<file path="config.mk">
export PLATFORM = sky130hd
export DESIGN_NAME = fantasy_mode_ctrl
export DESIGN_NICKNAME = d
export VERILOG_FILES = /design/src/rtl/fantasy_pkg.sv /design/src/rtl/fantasy_mode_ctrl_sw_debounce.sv /design/src/rtl/fantasy_mode_ctrl.sv
export SDC_FILE = /design/constraint.sdc
export NUM_CORES = 1
export LEC_CHECK = 0
export CAP_MARGIN = 20
export CORE_ASPECT_RATIO = 1.1
export CORE_UTILIZATION = 50
export CTS_CLUSTER_SIZE = 40
export DETAILED_ROUTE_END_ITERATION = 8
export PLACE_DENSITY = 0.78
export SLEW_MARGIN = 20
export SYNTH_ARGS = -nofsm -noshare
export SYNTH_HDL_FRONTEND = slang
export SYNTH_SLANG_ARGS = --single-unit
</file>
<file path="constraint.sdc">
create_clock -name clk_i -period 2.1 [get_ports clk_i]
set_clock_uncertainty 0.15 [all_clocks]
set_input_delay 0.42 -clock clk_i [delete_from_list [all_inputs] [get_ports clk_i]]
set_output_delay 0.42 -clock clk_i [all_outputs]
set_load 0.005 [all_outputs]
</file>
<file path="src/rtl/fantasy_pkg.sv">
// Shared types and constants for the fantasy inversion-mode controller:
// link FSM states, mode encodings, switch bit positions and the per-pixel invert rule.
package fantasy_pkg;

   typedef enum logic [1:0] {
      ST_NOLINK = 2'd0,
      ST_LOCK   = 2'd1,
      ST_RUN    = 2'd2
   } state_e;

   localparam logic [1:0] MODE_BLK  = 2'b00;
   localparam logic [1:0] MODE_PASS = 2'b01;
   localparam logic [1:0] MODE_INV  = 2'b10;
   localparam logic [1:0] MODE_BLKN = 2'b11;

   localparam int SW_SRC = 3;
   localparam int SW_BYP = 2;

   function automatic logic px_decide(input logic [1:0] mode, input logic blk);
      logic res;
      case (mode)
         MODE_BLK:  res = blk;
         MODE_PASS: res = 1'b0;
         MODE_INV:  res = 1'b1;
         default:   res = ~blk;
      endcase
      return res;
   endfunction

endpackage

</file>
<file path="src/rtl/fantasy_mode_ctrl_sw_debounce.sv">
// Two-flop synchronizer plus shared-counter debounce for a switch vector.
// The debounce counter exists only when FANTASY_DEBOUNCE_EN is defined; otherwise the synced value passes straight through.
module sw_debounce #(
   parameter int W          = 4,
   parameter int DEB_CYCLES = 1000000
)(
   input  logic         clk_i,
   input  logic         rst_i,
   input  logic [W-1:0] d_i,
   output logic [W-1:0] stable_o
);

   logic [W-1:0] sync1_q;
   logic [W-1:0] sync2_q;
   logic [W-1:0] stable_q;

   always_ff @(posedge clk_i) begin
      if (rst_i) begin
         sync1_q <= '0;
         sync2_q <= '0;
      end else begin
         sync1_q <= d_i;
         sync2_q <= sync1_q;
      end
   end

`ifdef FANTASY_DEBOUNCE_EN
   localparam int CNT_W = (DEB_CYCLES > 1) ? $clog2(DEB_CYCLES) : 1;
   localparam logic [CNT_W-1:0] CNT_LAST = CNT_W'(DEB_CYCLES - 1);

   logic [W-1:0]     cand_q;
   logic [CNT_W-1:0] cnt_q;

   // Any change of the whole vector restarts the stability window.
   always_ff @(posedge clk_i) begin
      if (rst_i) begin
         cand_q   <= '0;
         cnt_q    <= '0;
         stable_q <= '0;
      end else if (sync2_q != cand_q) begin
         cand_q <= sync2_q;
         cnt_q  <= '0;
      end else if (cnt_q == CNT_LAST) begin
         stable_q <= cand_q;
         cnt_q    <= '0;
      end else begin
         cnt_q <= cnt_q + CNT_W'(1);
      end
   end
`else
   logic unused_deb;
   assign unused_deb = (DEB_CYCLES > 0);

   always_ff @(posedge clk_i) begin
      if (rst_i) begin
         stable_q <= '0;
      end else begin
         stable_q <= sync2_q;
      end
   end
`endif

   assign stable_o = stable_q;

endmodule

</file>
<file path="src/rtl/fantasy_mode_ctrl.sv">
// Frame-synchronous mode controller: commits debounced switches on vs rising edges, runs the link-lock FSM
// and registers the per-pixel invert decision. Debounce is enabled by defining FANTASY_DEBOUNCE_EN.
module fantasy_mode_ctrl
   import fantasy_pkg::*;
#(
   parameter int DEB_CYCLES     = 1000000,
   parameter int TIMEOUT_CYCLES = 2500000,
   parameter int LOCK_FRAMES    = 4,
   parameter int FCNT_W         = 16
)(
   input  logic              clk_i,
   input  logic              rst_i,
   input  logic [3:0]        sw_i,
   input  logic              vs_i,
   input  logic              blk_x_i,
   output logic [1:0]        mode_o,
   output logic              src_sel_o,
   output logic              bypass_o,
   output logic              px_inv_o,
   output logic              link_ok_o,
   output logic [1:0]        state_o,
   output logic [FCNT_W-1:0] frame_cnt_o
);

   localparam int WD_W = (TIMEOUT_CYCLES > 1) ? $clog2(TIMEOUT_CYCLES) : 1;
   localparam logic [WD_W-1:0] WD_MAX = WD_W'(TIMEOUT_CYCLES - 1);
   localparam int GOOD_W = (LOCK_FRAMES > 1) ? $clog2(LOCK_FRAMES) : 1;
   localparam logic [GOOD_W-1:0] GOOD_LAST = GOOD_W'(LOCK_FRAMES - 1);

   logic [3:0]        stable;
   logic              vs_s1_q, vs_s2_q, vs_prev_q;
   logic [WD_W-1:0]   wd_q;
   logic [GOOD_W-1:0] good_q;
   state_e            state_q;
   logic [1:0]        mode_q;
   logic              src_q, byp_q, px_q, link_q;
   logic [FCNT_W-1:0] fcnt_q;

   logic vs_rise, timeout, src_change;

   sw_debounce #(
      .W          (4),
      .DEB_CYCLES (DEB_CYCLES)
   ) u_sw_debounce (
      .clk_i    (clk_i),
      .rst_i    (rst_i),
      .d_i      (sw_i),
      .stable_o (stable)
   );

   // A frame start always beats the watchdog; a source change always forces relock.
   always_comb begin
      vs_rise    = vs_s2_q & ~vs_prev_q;
      timeout    = (wd_q == WD_MAX) & ~vs_rise;
      src_change = vs_rise & (stable[SW_SRC] != src_q);
   end

   always_ff @(posedge clk_i) begin
      if (rst_i) begin
         vs_s1_q   <= 1'b0;
         vs_s2_q   <= 1'b0;
         vs_prev_q <= 1'b0;
         wd_q      <= '0;
         good_q    <= '0;
         state_q   <= ST_NOLINK;
         mode_q    <= 2'b00;
         src_q     <= 1'b0;
         byp_q     <= 1'b0;
         px_q      <= 1'b0;
         link_q    <= 1'b0;
         fcnt_q    <= '0;
      end else begin
         vs_s1_q   <= vs_i;
         vs_s2_q   <= vs_s1_q;
         vs_prev_q <= vs_s2_q;

         if (vs_rise) begin
            wd_q <= '0;
         end else if (wd_q != WD_MAX) begin
            wd_q <= wd_q + WD_W'(1);
         end

         if (vs_rise) begin
            mode_q <= stable[1:0];
            src_q  <= stable[SW_SRC];
            byp_q  <= |stable[SW_SRC:SW_BYP];
         end

         px_q <= (state_q == ST_RUN) ? px_decide(mode_q, blk_x_i) : 1'b0;

         // frame_cnt stays zero outside RUN because every exit path clears it.
         if (timeout) begin
            state_q <= ST_NOLINK;
            link_q  <= 1'b0;
            fcnt_q  <= '0;
         end else if (src_change) begin
            state_q <= ST_LOCK;
            good_q  <= '0;
            link_q  <= 1'b0;
            fcnt_q  <= '0;
         end else if (vs_rise) begin
            case (state_q)
               ST_NOLINK: begin
                  state_q <= ST_LOCK;
                  good_q  <= '0;
               end
               ST_LOCK: begin
                  if (good_q == GOOD_LAST) begin
                     state_q <= ST_RUN;
                     link_q  <= 1'b1;
                  end else begin
                     good_q <= good_q + GOOD_W'(1);
                  end
               end
               ST_RUN: begin
                  fcnt_q <= fcnt_q + FCNT_W'(1);
               end
               default: begin
                  state_q <= ST_NOLINK;
                  link_q  <= 1'b0;
                  fcnt_q  <= '0;
               end
            endcase
         end
      end
   end

   assign mode_o      = mode_q;
   assign src_sel_o   = src_q;
   assign bypass_o    = byp_q;
   assign px_inv_o    = px_q;
   assign link_ok_o   = link_q;
   assign state_o     = state_q;
   assign frame_cnt_o = fcnt_q;

endmodule

</file>
After elaboration in Yosys (flattened, before gate mapping)

Cells that the tools add are included.

Memories: 0
RAM bits: 0
Bits in registers: 63
Word-level logic and storage cells: 69
Output and inout port bits: 24
Bits in latches: 0
ROM bits: 0

Bitwise operators: 10
Order comparisons: 0
Div/mod/pow operators: 0
Reduce and logical (&&, ||, !) cells: 16
Eq/ne operators: 12
$add $sub $neg: 3
Multiplexer cells: 12
Shift operators: 0
Multipliers: 0

Operators by type and width:

| cell                                           | number |
|---|---|
| one-hot mux 16 bit (2 select lines)            | 1 |
| adder 22 x 1 -> 22 bit (second input constant) | 1 |
| == test 22 bit (second input constant)         | 1 |
| != test 22 bit (second input constant)         | 1 |
| adder 16 x 1 -> 16 bit (second input constant) | 1 |
| OR reduction 2 bit                             | 6 |
| AND reduction 3 bit                            | 3 |
| two-way mux 2 bit                              | 4 |
| NOT 1 bit                                      | 7 |
| == test 2 bit (second input constant)          | 3 |
| != test 3 bit (second input constant)          | 2 |
| one-hot mux 2 bit (3 select lines)             | 1 |
| == test 2 x 1 -> 1 bit (second input constant) | 2 |
| zero test 2 bit                                | 2 |
| != test 2 bit (second input constant)          | 2 |
| one-hot mux 2 bit (2 select lines)             | 1 |
| AND reduction 4 bit                            | 1 |
| bitwise AND 1 bit                              | 3 |
| two-way mux 1 bit                              | 3 |
| one-hot mux 1 bit (3 select lines)             | 1 |
| nonzero test 3 bit                             | 1 |
| OR reduction 3 bit                             | 1 |
| adder 2 x 1 -> 2 bit (second input constant)   | 1 |
| one-hot mux 1 bit (2 select lines)             | 1 |
| 3 further kinds                                | 3 |

Longest topological paths before layout

Gate-level depths: netlist of run 1.

Word-level depth: 6
Depth in mapped cells: 6
Gate-level depth less buffers: 5

Cells and area by module

Synthesis of run 1 repeated with hierarchy kept, for this count alone.

Cell total of the unflattened synthesis: 299
Area total of the unflattened synthesis: 2758.9 um2

By module, submodules not included:

| module            | seq. area each (um2) | area an instance (um2) | times used | cells an instance |
|---|---|---|---|---|
| fantasy_mode_ctrl | 1021.0               | 2392.3                 | 1          | 274 |
| sw_debounce       | 240.2                | 366.6                  | 1          | 25 |

Worst setup path before layout of run 1

Ideal clock, no wire load.

Path type: register to register
From: reg wd_q[0]
To: reg wd_q[18]
Setup slack: -17 ps
Path buffers: 1
Arrival time: 1892 ps
Period minus slack after synthesis: 2117 ps
Cell stages (with the launch flop): 7
Cells stage by stage: dfxtp_1 > ha_1 > nand4_4 > or4_1 > buf_2 > or4_1 > o21ai_0

Cells in the longest elaborated chain, start to end: 1
Elaborated cells on any way between the ends: 2
Classes of those cells: add/sub (1); eq/ne (1)

Ends and longest elaborated chain:

| element                                                         | RTL line                                         | source |
|---|---|---|
| start, declared                                                 | fantasy_mode_ctrl.sv:32                          | `logic [WD_W-1:0] wd_q;` |
| start signal, assigned                                          | fantasy_mode_ctrl.sv:80                          | `wd_q <= wd_q + WD_W'(1);` |
| adder 22 x 1 -> 22 bit / != test 22 bit (equally long branches) | fantasy_mode_ctrl.sv:80, fantasy_mode_ctrl.sv:79 |  |

Several ways; a longest one is shown, not always the timed one.
A chain may end at the register's enable or synchronous reset.

Worst setup path in the final report of run 1

Ends and elaborated chain as after synthesis.

==> flow_metrics.env, run 1 <==
export IMPL_p_int_mw=1.85
export IMPL_first_pass_iters=4
export IMPL_die_area_mm2=0.00581
export IMPL_viasPerCell=5.51
export IMPL_combPwrFrac_pct=4.3
export IMPL_cp_slowest_stage_delay_ns=0.53
export IMPL_cts_buffer_depth=2
export IMPL_synth_edf_count=0
export IMPL_grt_busiest_layer="met2"
export IMPL_final_common_cell="dfxtp_1"
export IMPL_design_area_mm2=0.00353
export IMPL_ys_flop_type="dfxtp_1"
export IMPL_crit_path_end_kind="register"
export IMPL_dp_hpwl_um=4180
export IMPL_yosys_warnings=0
export IMPL_final_cell_mix="dfxtp_1 (63), nor2_1 (33), clkdlybuf4s50_1 (31)"
export IMPL_synthDistinctLibCells=47
export IMPL_layout_min_cycle_time_ns=1.98
export IMPL_htreeDepth=3
export IMPL_clkPwrFrac_pct=44.9
export IMPL_setup_viol=0
export IMPL_seq_area_frac_synth_pct=45.8
export IMPL_yosys_register_bits=63
export IMPL_grt_max_degree=24
export IMPL_fin_crit_sh_pct=94.3
export IMPL_worstPathMaxFanout=6
export IMPL_path_cells="ha_4, nand4_4, or4_1, or4_1, o21ai_0"
export IMPL_syn_inst=315
export IMPL_gr_usage_all_layers_pct=22.2
export IMPL_n_antenna_cell=0
export IMPL_cts_root_buf="clkbuf_8"
export IMPL_synth_nets=326
export IMPL_cp_common_cell="or4_1"
export IMPL_max_slew_margin_rel_pct=69.4
export IMPL_num_rows=27
export IMPL_cts_tree="done"
export IMPL_cp_startpoint="wd_q[0]"
export IMPL_fmax_ghz=0.505
export IMPL_syn_to_final_growth_pct=28.2
export IMPL_vias=2469
export IMPL_grt_overflow_total=0
export IMPL_seq_power_share_pct=50.7
export IMPL_drive_above_1_share_pct=13.6
export IMPL_netlist_top_cells_area="dfxtp_1 (46%), nor2_1 (4.5%), nor2b_1 (3.9%), xnor2_1 (3.5%), a21oi_1 (3.5%)"
export IMPL_grt_pass1_vias=2301
export IMPL_fin_ws_ns=0.119
export IMPL_cap_violations=0
export IMPL_synth_top_area_cell="dfxtp_1"
export IMPL_regArea_mm2=0.00126
export IMPL_avgRoutedWirePerCell_um=13.2
export IMPL_holdCritPathClass="reg2reg"
export IMPL_required_ns=2.22
export IMPL_antenna_found_initial=0
export IMPL_postCtsSetupRepairBufs=0
export IMPL_crit_family="simple AND/OR/NAND/NOR gates"
export IMPL_grt_pass1_wl_um=9960
export IMPL_p_sw_mw=0.564
export IMPL_finalMaxSlewViolations=0
export IMPL_use_met3_pct=4.92
export IMPL_holdPathStages=2
export IMPL_clk_latency_ns=0.34
export IMPL_r2r_cells=5
export IMPL_r2r_start="wd_q[0]"
export IMPL_crit_type="reg2reg"
export IMPL_swShare_pct=23.4
export IMPL_use_met2_pct=35.9
export IMPL_worstHoldStart="u_sw_debounce.stable_o[1]"
export IMPL_hold_viol=0
export IMPL_utilization_pct=68.3
export IMPL_numCtsBuffers=9
export IMPL_io_pin_count=32
export IMPL_place_ws_ns=0.0700
export IMPL_wl_um=5900
export IMPL_power_density_mw_per_mm2=684
export IMPL_coreArea_mm2=0.00517
export IMPL_outcome="finished, final reports clean"
export IMPL_start_util_pct=53.3
export IMPL_drt_iter0_markers=131
export IMPL_ir_drop_mv=0.640
export IMPL_synth_top_cell_area_share_pct=45.8
export IMPL_die_y_um=79.9
export IMPL_crit_slowest_cell="or4_1"
export IMPL_total_leakage_power_nw=1.19
export IMPL_path_buf_inv=0
export IMPL_rsz0062_at_grt="no"
export IMPL_syn_area_mm2=0.00276
export IMPL_avgSynthCellArea_um2=8.75
export IMPL_io_buffers=31
export IMPL_cp_start_kind="register"
export IMPL_cp_arrival_ns=2.10
export IMPL_cts_sinks=63
export IMPL_cp_num_cells=5
export IMPL_die_x_um=72.8
export IMPL_nets=382
export IMPL_ant_nets=0
export IMPL_drc=0
export IMPL_multi_input_area_mm2=0.00142
export IMPL_async_flop_share_pct=0
export IMPL_tns_ns=0
export IMPL_place_gp_congestion=0.894
export IMPL_fillers=431
export IMPL_worst_slew_pin_slew_ns=0.455
export IMPL_clk_pin_slew_ns=0.07
export IMPL_place_area_mm2=0.00331
export IMPL_met1_usage_pct=27.2
## power groups by stage
stage	Clock [mW]	Sequential [mW]	Combinational [mW]
6_report	1.08	1.22	0.105
5_1_grt	1.15	1.23	0.116
4_1_cts	1.11	1.22	0.104
3_5_place_dp	0	1.25	0.102
3_3_place_gp	0	1.25	0.0997
2_1_floorplan	0	1.25	0.0498
## worst reg2reg max path, stage by stage (launching register included)
cell and delay, ns:
dfxtp_1 0.38, ha_4 0.19, nand4_4 0.10, or4_1 0.53
or4_1 0.49, o21ai_0 0.08
## path summary, 6_finish.rpt
check / endpoint / slack (ns)
worst max-delay path: wd_q[18] / 0.12
worst min-delay path: mode_o[1] / 0.29
worst max register to register: wd_q[18] / 0.12
worst min register to register: mode_o[1] / 0.29
## kinds of logic after synthesis
group | count (synthesis) | synth area share (%)
adders and majority gates | 3 | 1.36
xor gates and xnor gates | 15 | 4.77
AOI/OAI and AO/OA | 48 | 10.5
and+or+nand+nor | 163 | 33.7
muxes | 2 | 0.727
DFF | 63 | 45.8
buffers and inverters | 21 | 3.13
## stage by stage
stage | hold WS (ns) | power [mW] | cells
final | 0.285 | 2.41 | 448
after floorplan | 0.264 | 1.30 | 315
after detailed placement | 0.277 | 1.35 | 432
after CTS | 0.288 | 2.43 | 448
after global routing | 0.292 | 2.49 | 448
after global placement | 0.266 | 1.35 | 432
## registers in the layout, summed over array words and instances, names as in the netlist
name,cells
vs_prev_q,1
state_o,2
vs_s2_q,1
u_sw_debounce.sync2_q,4
good_q,2
frame_cnt_o,16
wd_q,22
vs_s1_q,1
mode_o,2
u_sw_debounce.sync1_q,4
px_inv_o,1
u_sw_debounce.stable_o,4
link_ok_o,1
bypass_o,1
src_sel_o,1
## timing repair
action | in CTS | in global routing
hold buffers | 0 | 0
endpoints found under the setup margin | 0 | 1
resized for setup | 0 | 1
## Yosys cell counts, types with 2 or more instances
cell	number
a21oi_1	19
a311o_1	2
a31oi_1	2
and2_1	3
and4_1	3
and4b_1	2
buf_2	3
clkbuf_1	7
dfxtp_1	63
ha_1	3
inv_1	9
mux2i_1	2
nand2_1	24
nand3_1	17
nand3b_1	4
nand4_1	8
nand4b_1	2
nor2_1	33
nor2b_1	17
nor3_1	10
nor4_1	8
nor4b_1	3
o211ai_1	2
o21ai_0	14
o31ai_1	3
or2_2	2
or3_1	9
or4_1	9
xnor2_1	11
xor2_1	4
## final cells by class
cell class	instances	share of cell area [%]
well taps	72	2.55
multi-input cells	231	40.2
inverters	9	0.957
flip-flops and latches	63	35.7
repair buffers	57	14.7
clock inverters	6	1.98
clock buffers	10	3.90
## layer usage
layer	part of all wire, %	vias up
met5	0	-
met1	47	1170
li1	-	1247
met4	0.63	0
met2	49	46
met3	3.3	6
Note: power is estimated with default switching activity, not from simulation.
==> run 2, diff against run 1 <==
Settings changed: CORE_UTILIZATION 50 to 46, PLACE_DENSITY 0.78 to 0.71, SLEW_MARGIN 20 to unset.
Clock period 2.1 ns to 2.21 ns, I/O delays scaled along.
==> run 2 against run 1 <==
Total power is 9.8% lower. Largest cell class unchanged. Sequential cell count stayed put. Critical path type unchanged. Register-to-register slack better by 0.02 ns. Maximum frequency is 4.2% lower. Wire length is 0.19% higher. Clock-buffer cell count is 1 lower.
==> flow_metrics.env, run 2 (same netlist as run 1, synthesis figures left out) <==
export IMPL_place_ws_ns=0.0992
export IMPL_first_pass_iters=4
export IMPL_io_pin_count=32
export IMPL_worst_slew_pin_slew_ns=0.545
export IMPL_worstHoldStart="u_sw_debounce.stable_o[1]"
export IMPL_numCtsBuffers=9
export IMPL_place_area_mm2=0.00329
export IMPL_cp_startpoint="wd_q[0]"
export IMPL_max_slew_margin_rel_pct=63.4
export IMPL_drc=0
export IMPL_num_rows=29
export IMPL_utilization_pct=60.1
export IMPL_drive_above_1_share_pct=12.6
export IMPL_avgRoutedWirePerCell_um=13.2
export IMPL_top_register="wd_q"
export IMPL_coreArea_mm2=0.00577
export IMPL_finalMaxSlewViolations=0
export IMPL_gr_usage_all_layers_pct=20.6
export IMPL_r2r_cells=5
export IMPL_clk_pin_slew_ns=0.08
export IMPL_viasPerCell=5.34
export IMPL_die_x_um=75.8
export IMPL_grt_pass1_vias=2170
export IMPL_die_area_mm2=0.00630
export IMPL_die_y_um=83.2
export IMPL_crit_type="reg2reg"
export IMPL_cts_root_buf="clkbuf_8"
export IMPL_clk_latency_ns=0.35
export IMPL_cp_start_kind="register"
export IMPL_outcome="finished, final reports clean"
export IMPL_cts_buffer_depth=2
export IMPL_r2r_end="wd_q[18]"
export IMPL_htreeDepth=3
export IMPL_antenna_found_initial=0
export IMPL_cts_tree="done"
export IMPL_cts_sinks=63
export IMPL_wl_um=5910
export IMPL_fin_ws_ns=0.142
export IMPL_r2r_start="wd_q[0]"
export IMPL_hold_viol=0
export IMPL_rrSetupSlack_ns=0.14
export IMPL_n_antenna_cell=0
export IMPL_ir_drop_mv=0.556
export IMPL_drt_iter0_markers=77
export IMPL_power_density_mw_per_mm2=628
export IMPL_rsz0062_at_grt="no"
export IMPL_cp_arrival_ns=2.19
export IMPL_worstPathMaxFanout=7
export IMPL_largest_reg_flops=22
export IMPL_io_buffers=31
export IMPL_holdCritPathClass="reg2reg"
export IMPL_tns_ns=0
export IMPL_start_util_pct=47.8
export IMPL_design_area_mm2=0.00347
export IMPL_setup_viol=0
export IMPL_required_ns=2.34
export IMPL_holdBufCountCts=0
export IMPL_p_total_mw=2.18
export IMPL_place_gp_congestion=0.844
export IMPL_grt_max_degree=27
export IMPL_grt_pass1_wl_um=9860
export IMPL_layout_min_cycle_time_ns=2.07
export IMPL_cap_violations=0
export IMPL_whs_endpoint="mode_o[1]"
export IMPL_holdPathStages=2
export IMPL_fin_crit_sh_pct=93.6
export IMPL_final_cell_mix="dfxtp_1 (63), nor2_1 (33), clkdlybuf4s50_1 (31)"
export IMPL_crit_path_end_kind="register"
export IMPL_dp_hpwl_um=4170
export IMPL_final_common_cell="dfxtp_1"
export IMPL_ant_nets=0
export IMPL_nets=378
export IMPL_grt_overflow_total=0
export IMPL_syn_to_final_growth_pct=25.9
export IMPL_vias=2398
export IMPL_total_leakage_power_nw=1.17
export IMPL_fmax_ghz=0.484
-- run 2: metrics by stage --
step,hold WS (ns),instances
after global routing,0.312,449
final,0.288,449
after CTS,0.296,449
after global placement,0.269,433
after floorplan,0.264,315
after detailed placement,0.278,433
-- run 2: where the power goes --
part	internal (mW)	switching [mW]	total (mW)
Clock	0.418	0.508	0.926
Sequential	1.15	0.0114	1.16
Combinational	0.0437	0.0448	0.0885
-- run 2: final cells by class --
class                   count  area, um2
repair buffers             53        488
clock inverters             7       55.1
multi-input cells         231       1410
well taps                  77       96.3
fillers                   496       2300
flip-flops and latches     63       1260
inverters                   9       33.8
clock buffers               9        124
-- run 2: worst max-delay path, cell delays in order (launching register included) --
cell	delay, ns
dfxtp_1	0.40
ha_1	0.24
nand4_4	0.11
or4_4	0.53
or4_1	0.48
o21ai_0	0.08
-- run 2: repair_timing --
action	4_1_cts	5_1_grt
setup endpoints to repair	0	1
resized for setup	0	1
setup buffers	0	0
-- run 2: per-layer routing --
metal / part of all wire, % / track usage [%] / up-vias
met3: 3.3 / 4.85 / 15
li1: - / - / 1237
met2: 47 / 30.7 / 41
met1: 48 / 26.7 / 1105
met5: 0 / 0 / -
met4: 2.0 / 11.6 / 0
-- run 2: how the worst max path moves through the flow --
stage                     endpoint  slack [ns]  cells after the start
after floorplan           wd_q[18]        0.09                      6
after global placement    wd_q[18]        0.13                      5
after detailed placement  wd_q[18]         0.1                      5
after CTS                 wd_q[18]        0.06                      5
after global routing      wd_q[18]        0.08                      5
final                     wd_q[18]        0.14                      5
==> edit, RTL diff (flow settings as in run 2) <==
Change the parameter `LOCK_FRAMES` from 4 to 8.
--- a/src/rtl/fantasy_mode_ctrl.sv
+++ b/src/rtl/fantasy_mode_ctrl.sv
@@ -7,3 +7,3 @@
    parameter int TIMEOUT_CYCLES = 2500000,
-   parameter int LOCK_FRAMES    = 4,
+   parameter int LOCK_FRAMES    = 8,
    parameter int FCNT_W         = 16
Check against the original RTL: same outputs for any inputs over 10 cycles, from zero or initial values and one cycle with rst_i high; that may be too few to reach the edited logic, so the function may still have changed.
==> edit against run 2 <==
Routed wire length fell by 21%. Clock power rose by 21%. Sequential share of layout area rose by 3.0 points. Design area decreased by 6.2%. Worst setup slack improved by 110 ps. Fmax rose by 5.4%. Sequential cell count increased by 1. Synthesized area is 4.8% lower. Power up 9.4%.
==> edit: results <==
group,metric,value,unit
grt,track_usage,0.170,
cells_and_area,drive_gt1_frac,0.105,
critical_path,r2r_cells,6,
yosys,synth_area_leaders,"dfxtp_1 49%, xor2_1 6.7%, nor2_1 6.6%",
yosys,avgSynthCellArea,9.40,µm²
yosys,netlist_top_cells_count,"64 x dfxtp_1, 46 x nor2_1, 23 x nand2_1",
detailed_routing,vias,1961,
worst_hold_path,worst_hold_path.endpoint,"u_sw_debounce.sync2_q[1]",
critical_path,crit_end,"frame_cnt_o[14]",
placed_design,placed_cells,383,
grt,grt_max_degree,23,
grt,grt_pass1_vias,1751,
detailed_routing,drt_iter0_markers,69,
cells_and_area,final_cells,399,
critical_path,cp_slowest_cell,"dfxtp_1",
cells_and_area,seq_area,0.00128,mm²
placed_design,post_dp_cell_area,0.00303,mm²
yosys,synth_nets,291,
placed_design,dpl_worst_slack,259,ps
critical_path,reg2reg_slack,250,ps
sta,fin_crit,1960,ps
sta,whs,290,ps
run_status,status,"finished clean",
yosys,synth_compound_area_frac,0.0625,
yosys,synth_xor_area_frac,0.114,
yosys,synthMuxAreaShare,0.00763,
cells_and_area,num-fill-cells,488,
==> edit: power by group <==
part	internal (mW)	leakage, nW	total [mW]	switching, mW
Combinational	0.0382	0.559	0.0799	0.0417
Clock	0.646	0.110	1.12	0.478
Sequential	1.17	0.519	1.18	0.00849
==> edit: cells by family after synthesis <==
family,Yosys count
xor gates and xnor gates,34
AOI/OAI and AO/OA,23
adders and majority gates,4
DFF,64
buffers and inverters,13
and+or+nand+nor,139
muxes,2
==> edit: cell type report <==
class | instances | share of cell area
clock buffers | 9 | 0.0380
inverters | 5 | 0.00576
well taps | 75 | 0.0288
multi-input cells | 202 | 0.393
flip-flops and latches | 64 | 0.394
repair buffers | 37 | 0.109
clock inverters | 7 | 0.0315
==> edit: metal layers <==
| layer | GRT usage | wire (µm) |
|---|---|---|
| met5 | 0 | 0 |
| met4 | 0.0808 | 68 |
| met3 | 0.0633 | 121 |
| met2 | 0.259 | 2180 |
| met1 | 0.211 | 2300 |
